## src/rtl/arith_pkg.sv

```systemverilog
// Shared types and helpers for the chunked add/subtract datapath.
package arith_pkg;

  typedef enum logic {
    IDLE,
    RUN
  } state_t;

  typedef struct packed {
    logic op_sub;
    logic signed_mode;
    logic saturate;
  } op_cfg_t;

  localparam int MAX_WIDTH = 256;

  // Clamp constant for the low 'width' bits: all ones / zero for unsigned add / sub,
  // most-positive or most-negative two's complement value for signed.
  function automatic logic [MAX_WIDTH-1:0] sat_value(input logic signed_mode,
                                                    input logic op_sub,
                                                    input logic a_msb,
                                                    input int   width);
    logic [MAX_WIDTH-1:0] v;
    v = '0;
    for (int i = 0; i < MAX_WIDTH; i++) begin
      if (i < width - 1) begin
        v[i] = signed_mode ? ~a_msb : ~op_sub;
      end else if (i == width - 1) begin
        v[i] = signed_mode ? a_msb : ~op_sub;
      end
    end
    return v;
  endfunction

endpackage

```

## src/rtl/adder_chunk.sv

```systemverilog
// Combinational CHUNK-wide adder slice with carry in and carry out.
module adder_chunk #(
  parameter int WIDTH = 8
) (
  input  logic [WIDTH-1:0] a_i,
  input  logic [WIDTH-1:0] b_i,
  input  logic             carry_i,
  output logic [WIDTH-1:0] sum_o,
  output logic             carry_o
);

  assign {carry_o, sum_o} = {1'b0, a_i} + {1'b0, b_i} + {{WIDTH{1'b0}}, carry_i};

endmodule

```

## src/rtl/chunked_add_sub.sv

```systemverilog
// Multi-cycle add/subtract unit: one CHUNK_WIDTH slice per clock through a registered
// carry, with signed/unsigned overflow detection and optional saturation.
module chunked_add_sub
  import arith_pkg::*;
#(
  parameter int DATA_WIDTH  = 32,
  parameter int CHUNK_WIDTH = 8
) (
  input  logic                  clock,
  input  logic                  reset,
  input  logic                  start,
  input  logic                  op_sub,
  input  logic                  signed_mode,
  input  logic                  saturate,
  input  logic [DATA_WIDTH-1:0] operand_a,
  input  logic [DATA_WIDTH-1:0] operand_b,
  output logic [DATA_WIDTH-1:0] result,
  output logic                  carry_out,
  output logic                  overflow,
  output logic                  busy,
  output logic                  complete
);

  localparam int NUM_CHUNKS = DATA_WIDTH / CHUNK_WIDTH;
  localparam int IDX_W      = (NUM_CHUNKS > 1) ? $clog2(NUM_CHUNKS) : 1;
  localparam logic [IDX_W-1:0] LAST_IDX = IDX_W'(NUM_CHUNKS - 1);

  generate
    if (DATA_WIDTH % CHUNK_WIDTH != 0) begin : g_bad_chunk
      $error("chunked_add_sub: CHUNK_WIDTH must divide DATA_WIDTH");
    end
    if (DATA_WIDTH > MAX_WIDTH) begin : g_too_wide
      $error("chunked_add_sub: DATA_WIDTH exceeds arith_pkg::MAX_WIDTH");
    end
  endgenerate

  state_t                  state_q;
  op_cfg_t                 cfg_q;
  logic [DATA_WIDTH-1:0]   opA_q;
  logic [DATA_WIDTH-1:0]   opB_q;
  logic                    carry_q;
  logic [IDX_W-1:0]        idx_q;
  logic [DATA_WIDTH-1:0]   partSum_q;
  logic [DATA_WIDTH-1:0]   result_q;
  logic                    carryOut_q;
  logic                    overflow_q;
  logic                    busy_q;
  logic                    complete_q;

  logic [CHUNK_WIDTH-1:0]  chunkA;
  logic [CHUNK_WIDTH-1:0]  chunkB;
  logic [CHUNK_WIDTH-1:0]  chunkSum;
  logic                    chunkCarry;
  logic [DATA_WIDTH-1:0]   sumFull_d;
  logic                    overflow_d;
  logic [DATA_WIDTH-1:0]   satVal_d;
  logic [DATA_WIDTH-1:0]   result_d;

  assign chunkA = opA_q[int'(idx_q)*CHUNK_WIDTH +: CHUNK_WIDTH];
  assign chunkB = opB_q[int'(idx_q)*CHUNK_WIDTH +: CHUNK_WIDTH];

  adder_chunk #(
    .WIDTH(CHUNK_WIDTH)
  ) u_chunk (
    .a_i    (chunkA),
    .b_i    (chunkB),
    .carry_i(carry_q),
    .sum_o  (chunkSum),
    .carry_o(chunkCarry)
  );

  // Full raw sum as it stands once the current chunk is merged in; only complete on the last chunk.
  always_comb begin
    sumFull_d = partSum_q;
    sumFull_d[int'(idx_q)*CHUNK_WIDTH +: CHUNK_WIDTH] = chunkSum;
  end

  // opB_q already holds the inverted subtrahend, so the signed rule is identical for add and sub.
  always_comb begin
    overflow_d = 1'b0;
    if (cfg_q.signed_mode) begin
      overflow_d = (opA_q[DATA_WIDTH-1] == opB_q[DATA_WIDTH-1]) &&
                   (sumFull_d[DATA_WIDTH-1] != opA_q[DATA_WIDTH-1]);
    end else begin
      overflow_d = cfg_q.op_sub ? ~chunkCarry : chunkCarry;
    end
  end

  assign satVal_d = DATA_WIDTH'(sat_value(cfg_q.signed_mode, cfg_q.op_sub,
                                          opA_q[DATA_WIDTH-1], DATA_WIDTH));
  assign result_d = (cfg_q.saturate && overflow_d) ? satVal_d : sumFull_d;

  always_ff @(posedge clock or posedge reset) begin
    if (reset) begin
      state_q    <= IDLE;
      cfg_q      <= '0;
      opA_q      <= '0;
      opB_q      <= '0;
      carry_q    <= 1'b0;
      idx_q      <= '0;
      partSum_q  <= '0;
      result_q   <= '0;
      carryOut_q <= 1'b0;
      overflow_q <= 1'b0;
      busy_q     <= 1'b0;
      complete_q <= 1'b0;
    end else begin
      complete_q <= 1'b0;
      case (state_q)
        IDLE: begin
          if (start) begin
            opA_q             <= operand_a;
            opB_q             <= op_sub ? ~operand_b : operand_b;
            cfg_q.op_sub      <= op_sub;
            cfg_q.signed_mode <= signed_mode;
            cfg_q.saturate    <= saturate;
            carry_q           <= op_sub;
            idx_q             <= '0;
            partSum_q         <= '0;
            busy_q            <= 1'b1;
            state_q           <= RUN;
          end
        end
        RUN: begin
          partSum_q <= sumFull_d;
          carry_q   <= chunkCarry;
          idx_q     <= idx_q + 1'b1;
          if (idx_q == LAST_IDX) begin
            result_q   <= result_d;
            carryOut_q <= chunkCarry;
            overflow_q <= overflow_d;
            complete_q <= 1'b1;
            busy_q     <= 1'b0;
            state_q    <= IDLE;
          end
        end
        default: state_q <= IDLE;
      endcase
    end
  end

  assign result    = result_q;
  assign carry_out = carryOut_q;
  assign overflow  = overflow_q;
  assign busy      = busy_q;
  assign complete  = complete_q;

endmodule

```

## config.mk

```make
export PLATFORM = sky130hd
export DESIGN_NAME = chunked_add_sub
export DESIGN_NICKNAME = d
export VERILOG_FILES = /design/src/rtl/arith_pkg.sv /design/src/rtl/adder_chunk.sv /design/src/rtl/chunked_add_sub.sv
export SDC_FILE = /design/constraint.sdc
export NUM_CORES = 1
export LEC_CHECK = 0
export CAP_MARGIN = 20
export CORE_ASPECT_RATIO = 0.9
export CORE_UTILIZATION = 52
export CTS_BUF_LIST = sky130_fd_sc_hd__clkbuf_4
export DETAILED_ROUTE_END_ITERATION = 10
export GPL_TIMING_DRIVEN = 1
export PLACE_DENSITY = 0.87
export REMOVE_ABC_BUFFERS = 1
export SYNTH_ARGS = -nofsm -noshare
export SYNTH_HDL_FRONTEND = slang
export SYNTH_HIERARCHICAL = 1
export SYNTH_SLANG_ARGS = --single-unit
export TNS_END_PERCENT = 100
```

## constraint.sdc

```tcl
create_clock -name clock -period 6 [get_ports clock]
set_input_delay 1.2 -clock clock [delete_from_list [all_inputs] [get_ports clock]]
set_output_delay 1.2 -clock clock [all_outputs]
set_load 0.03 [all_outputs]
```

# Word-level counts from Yosys, hierarchy flattened

Cells that the tools add are included.

Register bits after elaboration: 139
Output and inout port bits: 36
Logic and storage cells: 58

Add/subtract/negate cells: 4
Equal/unequal tests: 5
Shift operators: 4
Multiplexer cells: 21
Bitwise operators: 5
Reductions and logical operators: 5

Operator list:

| kind                                                                     | number |
|---|---|
| 32-bit 2-to-1 mux                                                        | 3 |
| 32-bit case mux with 2 select lines                                      | 1 |
| 32-bit by 6-bit variable part select with 8-bit output                   | 2 |
| 5-bit negator with 33-bit output                                         | 1 |
| 8-bit by 33-bit variable shift with 32-bit output (first input constant) | 1 |
| 8-bit by 33-bit variable part select with 32-bit output                  | 1 |
| 32-bit bitwise mux                                                       | 1 |
| 32-bit inverter                                                          | 1 |
| 1-bit 2-to-1 mux                                                         | 11 |
| 8-bit by 8-bit adder with 9-bit output                                   | 1 |
| 9-bit by 1-bit adder with 9-bit output                                   | 1 |
| 1-bit case mux with 2 select lines                                       | 3 |
| 2-bit AND reduction                                                      | 3 |
| 1-bit inverter                                                           | 4 |
| 2-bit case mux with 2 select lines                                       | 1 |
| 2-bit by 1-bit adder with 2-bit output (second input constant)           | 1 |
| 2-bit == test (second input constant)                                    | 1 |
| 1-bit logical AND                                                        | 2 |
| 2-bit 2-to-1 mux                                                         | 1 |
| 2-bit by 1-bit inequality test with 1-bit output (second input constant) | 1 |
| 2-bit inequality test (second input constant)                            | 1 |
| 1-bit == test                                                            | 1 |
| 1-bit inequality test                                                    | 1 |

# Logic depth before layout (Yosys ltp)

Gate-level depths: netlist of the first run.

Depth after elaboration: 10
Depth in mapped cells: 14

# Modules after synthesis

The synthesis of the first run kept the hierarchy.

Modules (own cells, without submodules):

| module          | times used | cells each | area an instance (µm²) | sequential area each (µm²) |
|---|---|---|---|---|
| chunked_add_sub | 1          | 594        | 6914.1                 | 3478.3 |
| adder_chunk     | 1          | 42         | 331.6                  | 0.0 |

# Least setup slack after synthesis of the first run

No wires, ideal clock.

Path kind: flip-flop to flip-flop
Start point: register idx_q[0]
End point: register result_q[0], in the netlist result[0]
Arrival time: 3.739 ns
Setup slack: 2.129 ns
Stages on the path, launching flop included: 15
Cell sequence: dfrtp_1 > buf_6 > buf_2 > mux4_2 > fa_1 > fa_1 > a21oi_1 > nor2_1 > nor2_1 > o21ai_0 > nand4bb_1 > o311ai_4 > buf_6 > o32ai_1 > a21oi_2

RTL lines:

| what                                                     | RTL line               | text |
|---|---|---|
| start, declared                                          | chunked_add_sub.sv:42  | `logic [IDX_W-1:0] idx_q;` |
| start signal, assigned                                   | chunked_add_sub.sv:127 | `idx_q <= idx_q + 1'b1;` |
| 32-bit by 6-bit variable part select with 8-bit output * | chunked_add_sub.sv:59  | `assign chunkA = opA_q[int'(idx_q)*CHUNK_WIDTH +: CHUNK_WIDTH];` |
| via chunkA[0]                                            | chunked_add_sub.sv:50  | `logic [CHUNK_WIDTH-1:0] chunkA;` |
| 8-bit by 8-bit adder with 9-bit output *                 | adder_chunk.sv:12      | `assign {carry_o, sum_o} = {1'b0, a_i} + {1'b0, b_i} + {{WIDTH{1'b0}}, carry_i};` |
| 9-bit by 1-bit adder with 9-bit output *                 | adder_chunk.sv:12      |  |
| via chunkCarry                                           | chunked_add_sub.sv:53  | `logic chunkCarry;` |
| 1-bit inverter                                           | chunked_add_sub.sv:85  | `overflow_d = cfg_q.op_sub ? ~chunkCarry : chunkCarry;` |
| 1-bit 2-to-1 mux *                                       | chunked_add_sub.sv:85  |  |
| 1-bit 2-to-1 mux *                                       | chunked_add_sub.sv:81  | `if (cfg_q.signed_mode) begin` |
| 1-bit logical AND *                                      | chunked_add_sub.sv:91  | `assign result_d = (cfg_q.saturate && overflow_d) ? satVal_d : sumFull_d;` |
| 32-bit 2-to-1 mux *                                      | chunked_add_sub.sv:91  |  |
| end signal, assigned                                     | chunked_add_sub.sv:129 | `result_q <= result_d;` |
| end, declared                                            | chunked_add_sub.sv:44  | `logic [DATA_WIDTH-1:0] result_q;` |

The timed path passes the listed nets; every way through them passes the cells marked *.
A chain may end at the register's enable or synchronous reset.

# Worst setup path after layout of the first run

Start point: register idx_q[0]
End point: register result_q[5], in the netlist result[5]

The elaborated chain is that of the path after synthesis.

==> key figures, run 1 <==
Route
  • DRC Markers: 0
  • DRT Pass-1 Iters: 7
  • 1st-iter DRT viols: 390
  • Via count: ~5.4k
  • Vias per cell: 6.022
  • WL/cell: 18.56 um
  • Antenna Nets Post-Route: 0
  • Final WL: between 15 and 20 mm

Worst hold path
  • Worst hold start: opB_q[25]
  • Worst Hold End: opB_q[25]
  • Hold WC Path Type: reg2reg
  • Hold path cells: 2

Placed design
  • Final HPWL DP: approximately 11 mm
  • DP Cell Count: slightly below 900
  • I/O Buffers: 105
  • Gpl congestion: 0.8606

Die
  • Chip width: about 130 um
  • Number of primary I/O pins: ~110
  • Total Die Area: between 10000 and 15000 um2
  • Initial Util: around 54%
  • Row count: 40
  • Core box area: ~13000 um2
  • Die height: ~110 um

Synth
  • Synth Area per Inst: approximately 11 um2
  • Sequential area share after synthesis: between 40% and 50%
  • Synth Area in Compound Gates: between 10% and 20%
  • Synth Area in XOR/XNOR: under 10%
  • Post-Synthesis Cells: 636
  • Count of cell types in the netlist: 52
  • Largest family of logic cells by synthesized area: compound AO/OA/AOI/OAI gates
  • Main synth FF type: dfrtp_1
  • Post-synth EDFFs: 0
  • Warnings, synthesis: 6
  • Adder-cell share of the synthesized area: about 2.8%
  • Post-Synth Simple-Gate Area: between 10% and 20%
  • Multiplexer area fraction after synthesis: between 10% and 20%
  • #FFs+latches synth: 139
  • Mapped cell area: 7246 um2
  • Post-synth ARST share: 100.0%

Power
  • Pleak: roughly 0.0035 uW
  • Worst IR drop on VDD: approximately 0.32 mV
  • Pwr dens: 644.1 nW/um2

Critical path
  • Cell Chain, Critical Path: buf_4, mux4_2, ha_1, a21o_1, a21o_1, nor2_1, o21ai_0, nand4bb_1, o311ai_4, buf_4, nor2_4, a21oi_1
  • Reg2Reg Launch Point: idx_q[0]
  • Critical path endpoint category: register
  • Reg2reg end: result[5]
  • CP max stage delay: between 0.8 and 0.9 ns
  • Worst setup SP type: register
  • Worst Path Arrival: about 5 ns
  • R2R depth: 12
  • R2R setup slack: ~1.5 ns
  • WP data required: 6.41 ns
  • Slowest stage cell, crit path: nor2_4
  • CP Class: reg2reg
  • Crit path max fanout: 32

Layout
  • Layout Cells excl Fill: around 900
  • Share of layout cells above drive strength 1: around 16%
  • Fill count: roughly 1.0k
  • Final #Nets: ~800
  • # diodes: 0
  • Area growth syn-to-layout: 18.30%

Clock network
  • CTS tree: built
  • CTS clk-pin slew, worst paths: 0.13 ns
  • Clock Tree Buf Depth: 2
  • Root buffer cell: clkbuf_4
  • Num CTS Buffers: 17
  • Clock sinks: around 140
  • Skew-Pair Late Insertion Delay: approximately 0.57 ns
  • CTS Hold Bufs: 0
  • # resized after CTS: 0
  • Setup bufs post-CTS: 0
  • H-tree Lvls: 4

Timing
  • Unrepaired setup endpoints after global routing: false
  • Hold Worst Slack: 0.4950 ns
  • Post-layout min period: around 4.5 ns
  • Setup violations, final: 0
  • Fin. max-slew vios: 0
  • FMAX: 0.2204 GHz
  • Final hold violations: 0
  • Slew headroom: 27.93%
  • Worst Skew: ~0.020 ns
  • Fin Setup TNS: 0 ns
  • Final period utilization: approximately three quarters
  • Worst-Margin Slew: 1.078 ns

GRT
  • Initial antenna violation count: 0
  • Vias in the first global route: 5404
  • Aggregate global routing overflow: 0
  • Largest net degree at the start of global routing: 101
  • Overall routing resource usage: ~25%
  • First-pass GRT wire length: ~27 mm

Status
  • Status: complete, no violations

Job
  • Max-Cap Viols: 0
## layout by cell type (no fill, tap or decap), types with 13 or more instances in the layout
| cell | netlist | layout |
|---|---|---|
| dfrtp_1 | 139 | 139 |
| clkdlybuf4s50_1 | 0 | 104 |
| nand2_1 | 75 | 75 |
| o21ai_0 | 52 | 52 |
| xnor2_1 | 34 | 34 |
| nand2b_1 | 33 | 32 |
| a22o_1 | 31 | 31 |
| o32ai_1 | 31 | 31 |
| a21oi_2 | 30 | 30 |
| mux2_2 | 18 | 18 |
| mux2_1 | 18 | 18 |
| clkbuf_4 | 0 | 17 |
| o21ai_1 | 16 | 16 |
| mux4_2 | 16 | 16 |
| ha_1 | 13 | 13 |
## cell usage after synthesis (all sizes together), types with 2 or more instances
master / count / area share, %
clkbuf: 22 / 1.1
nor2: 6 / 0.35
nor3b: 4 / 0.57
nand2b: 33 / 2.8
xnor2: 34 / 4.1
a311o: 2 / 0.28
o31ai: 2 / 0.21
fa: 2 / 0.55
mux2i: 4 / 0.60
o32ai: 31 / 3.7
mux4: 16 / 5.0
nor3: 2 / 0.14
a22o: 31 / 3.7
dfrtp: 139 / 48
nor2b: 3 / 0.26
a211oi: 2 / 0.21
inv: 13 / 0.67
a21o: 2 / 0.21
nand2: 75 / 3.9
a21oi: 39 / 4.4
nor4bb: 4 / 0.55
xor2: 3 / 0.36
o21ai: 68 / 4.7
nand4bb: 2 / 0.54
mux2: 36 / 5.6
ha: 13 / 2.2
buf: 32 / 3.1
nand3: 3 / 0.21
## how the worst max path moves through the flow
stage          startpoint  depth (start not counted)         end
2_1_floorplan    idx_q[0]                         11   result[5]
4_1_cts          idx_q[0]                         12   result[5]
3_5_place_dp     idx_q[0]                         12   result[5]
6_report         idx_q[0]                         12   result[5]
3_3_place_gp     idx_q[0]                         12   result[5]
5_1_grt          idx_q[0]                         12  result[18]
## layer usage
metal	wire length, um	vias up	GRT usage [%]
li1	-	2455	-
met1	6852	2696	30.39
met5	0	-	0
met2	8421	225	41.92
met4	357	0	9.478
met3	1039	32	5.816
## cells by family (layout without fill, tap and decap cells)
kind of cell               Yosys count  count (layout)
DFF                                139             139
and+or+nand+nor                    138             138
muxes                               56              56
buffers and inverters               67             161
adders and majority gates           15              15
xor gates and xnor gates            37              37
AOI/OAI and AO/OA                  184             184
## power breakdown
group          internal, uW  switching, uW
registers              1390            313
clock network           245            365
logic                  1300           1910
total                  2940           2590
## state kept, by name (all words and copies together), names as in the netlist
name       cells
carry_q        1
result        32
carry_out      1
overflow       1
state_q        1
complete       1
cfg_q          3
idx_q          2
busy           1
partSum_q     32
opA_q         32
opB_q         32
## metrics by stage
stage          power, uW  util, %  instance area [um2]  setup slack (ns)
2_1_floorplan       3841        -                 6939            0.9483
3_3_place_gp        4712    61.56                 8288             1.693
3_5_place_dp        4883    61.56                 8288             1.507
4_1_cts             5501    63.63                 8567             1.484
5_1_grt             5846    63.67                 8572             1.157
6_report            5521    63.67                 8572             1.463
## critical path, delay by kind of cell (launching register included)
kind                       cells  cell delay (ns)
AOI/OAI and AO/OA              5             0.96
adders and majority gates      1             0.39
buffers and inverters          2             0.68
DFF                            1             0.48
muxes                          1             0.56
and+or+nand+nor                3             1.29
## cell type report
cell class | instances | area, um2 | share of cell area, %
clock buffer | 17 | 127.6 | 1.489
clock inverter | 15 | 151.4 | 1.766
inverter | 13 | 53.80 | 0.6276
multi-input combinational | 430 | 3425 | 39.95
sequential | 139 | 3478 | 40.58
tap | 168 | 210.2 | 2.452
timing repair buffer | 116 | 1126 | 13.14
Note: power is estimated with default switching activity, not from simulation.
==> run 2, diff against run 1 <==
--- a/config.mk
+++ b/config.mk
@@ -7,11 +7,11 @@
 export LEC_CHECK = 0
 export CAP_MARGIN = 20
 export CORE_ASPECT_RATIO = 0.9
-export CORE_UTILIZATION = 52
+export CORE_UTILIZATION = 51
 export CTS_BUF_LIST = sky130_fd_sc_hd__clkbuf_4
 export DETAILED_ROUTE_END_ITERATION = 10
 export GPL_TIMING_DRIVEN = 1
-export PLACE_DENSITY = 0.87
+export PLACE_DENSITY = 0.89
 export REMOVE_ABC_BUFFERS = 1
 export SYNTH_ARGS = -nofsm -noshare
 export SYNTH_HDL_FRONTEND = slang
==> constraint.sdc (replaced) <==
create_clock -name clock -period 3.88 [get_ports clock]
set_input_delay 0.776 -clock clock [delete_from_list [all_inputs] [get_ports clock]]
set_output_delay 0.776 -clock clock [all_outputs]
set_load 0.03 [all_outputs]
==> key figures, run 2 (synthesis results as in run 1) <==
Status
  • Status: complete, no violations

Timing
  • Final hold violations: 0
  • Unrepaired setup endpoints after global routing: false
  • Worst-Margin Slew: slightly below 1 ns
  • Fin. max-slew vios: 0
  • Slew headroom: ~36%
  • Worst Skew: between 0.02 and 0.025 ns
  • Final period utilization: 98.02%
  • Final WS setup: roughly 0.077 ns
  • Post-layout min period: 3.803 ns
  • Setup violations, final: 0
  • Hold Worst Slack: between 0.4 and 0.5 ns
  • FMAX: ~0.26 GHz

Layout
  • Most common cell after layout, fill and taps aside: dfrtp_1
  • # diodes: 0
  • Fill count: 982
  • Finished Cell Area: 8840 um2
  • Commonest cells after routing, fill and taps aside: dfrtp_1 (138), clkdlybuf4s50_1 (104), nand2_1 (75)
  • Multi-input combinational cell area: 3470 um2
  • Final #Nets: between 800 and 900
  • Final Util: 64.94%
  • FF+latch area: 3480 um2
  • Share of layout cells above drive strength 1: 18.66%
  • Area growth syn-to-layout: 22.00%

Critical path
  • Worst setup SP type: register
  • Critical path endpoint category: register
  • Crit path max fanout: 15
  • Worst Path Arrival: 4.30 ns
  • CP Class: reg2reg
  • WP data required: 4.38 ns

Placed design
  • Place WS: -0.1271 ns
  • Gpl congestion: between 0.8 and 0.9
  • Post-placement cell area: approximately 8400 um2
  • Final HPWL DP: ~11 mm
  • I/O Buffers: between 100 and 150

Power
  • Pleak: 0.003605 uW
  • Worst IR drop on VDD: approximately 0.59 mV
  • Final Total Pwr: slightly above 9000 uW
  • Pwr dens: slightly above 1000 nW/um2

Route
  • WL/cell: 18.72 um
  • Final WL: ~17 mm
  • DRC Markers: 0
  • Post-Route M1 WL: about 7 mm
  • Routed wire length on met2: roughly 8.7 mm
  • DRT Pass-1 Iters: 6
  • 1st-iter DRT viols: approximately 480
  • Via count: roughly 5.6k
  • Met3 routed WL: between 1 and 1.5 mm
  • Vias per cell: between 5 and 6
  • Antenna Nets Post-Route: 0
  • Max Used Layer: met4

GRT
  • First-pass GRT wire length: 28.45 mm
  • Vias in the first global route: about 5.8k
  • Initial antenna violation count: 0
  • Overall routing resource usage: between 20% and 30%
  • Aggregate global routing overflow: 0
  • Largest net degree at the start of global routing: slightly below 90

Clock network
  • H-tree Lvls: 4
  • Root buffer cell: clkbuf_4
  • CTS Hold Bufs: 0
  • CTS clk-pin slew, worst paths: between 0.1 and 0.15 ns
  • CTS tree: built
  • Skew-Pair Late Insertion Delay: roughly 0.57 ns
  • Num CTS Buffers: 17
  • Clock sinks: around 140
  • Clock Tree Buf Depth: 2

Die
  • Row count: 40
  • Core box area: about 14000 um2
  • Die height: roughly 120 um
  • Initial Util: between 50% and 60%
  • Total Die Area: around 15000 um2
  • Chip width: between 100 and 150 um
  • Number of primary I/O pins: roughly 110

Job
  • Max-Cap Viols: 0

Worst hold path
  • Hold WC Path Type: reg2reg
-- run 2: cell types whose count changed in the layout (fill, tap and decap cells not counted), moves of 3 or more --
| cell | change |
|---|---|
| buf_12 | +4 |
| buf_4 | +9 |
| o32ai_1 | -4 |
| o32ai_2 | +4 |
| clkinvlp_4 | -3 |
-- run 2: per-layer routing --
metal	vias up	GRT usage, %
li1	2490	-
met1	2770	32.20
met2	268	41.75
met3	48	4.979
met4	0	10.98
met5	-	0
-- run 2: path summary, 6_finish.rpt --
check,startpoint,end,slack (ns),cells past startpoint
worst max register to register,idx_q[0],result[25],0.08,13
worst max-delay path,idx_q[0],result[25],0.08,13
max in group asynchronous,reset,opA_q[28],2.36,3
worst min-delay path,carry_out,carry_out,0.49,2
min in group asynchronous,reset,partSum_q[16],0.68,2
worst min register to register,carry_out,carry_out,0.49,2
-- run 2: report_power, final --
part / internal, uW / switching (uW) / leakage, uW
combinational: 2290 / 3130 / 0.00171
sequential: 2150 / 475 / 0.00174
clock: 498 / 535 / 0.000158
-- run 2: final cells by class --
| class | instances | area share [%] |
|---|---|---|
| repair buffers | 131 | 14.66 |
| flip-flops and latches | 139 | 39.36 |
| multi-input cells | 431 | 39.25 |
| clock inverters | 14 | 2.024 |
| clock buffers | 17 | 1.444 |
| well taps | 189 | 2.675 |
| inverters | 13 | 0.5803 |
-- run 2: through the flow --
| stage | setup TNS, ns | std cells |
|---|---|---|
| 5_1_grt | 0 | 934 |
| 4_1_cts | 0 | 931 |
| 3_3_place_gp | 0 | 897 |
| 3_5_place_dp | -2.443 | 897 |
| 2_1_floorplan | -120.60 | 582 |
| 6_report | 0 | 934 |
-- run 2: what timing repair did --
action	CTS	global route
cloned	1	0
buffers inserted	2	2
hold endpoints to repair	0	0
pin swaps	1	0
setup endpoints to repair	31	31
resized for setup	2	8
-- run 2: worst max-delay path, stage by stage, from the launching register on --
cell and delay, ns:
dfrtp_2 0.46, buf_12 0.19, mux4_2 0.52, ha_1 0.33, a21o_1 0.21, a2111oi_0 0.56
mux2i_1 0.15, nand2_1 0.11, and4bb_2 0.28, mux2i_2 0.33, a21oi_4 0.11, buf_12 0.17
buf_4 0.17, a21oi_2 0.15
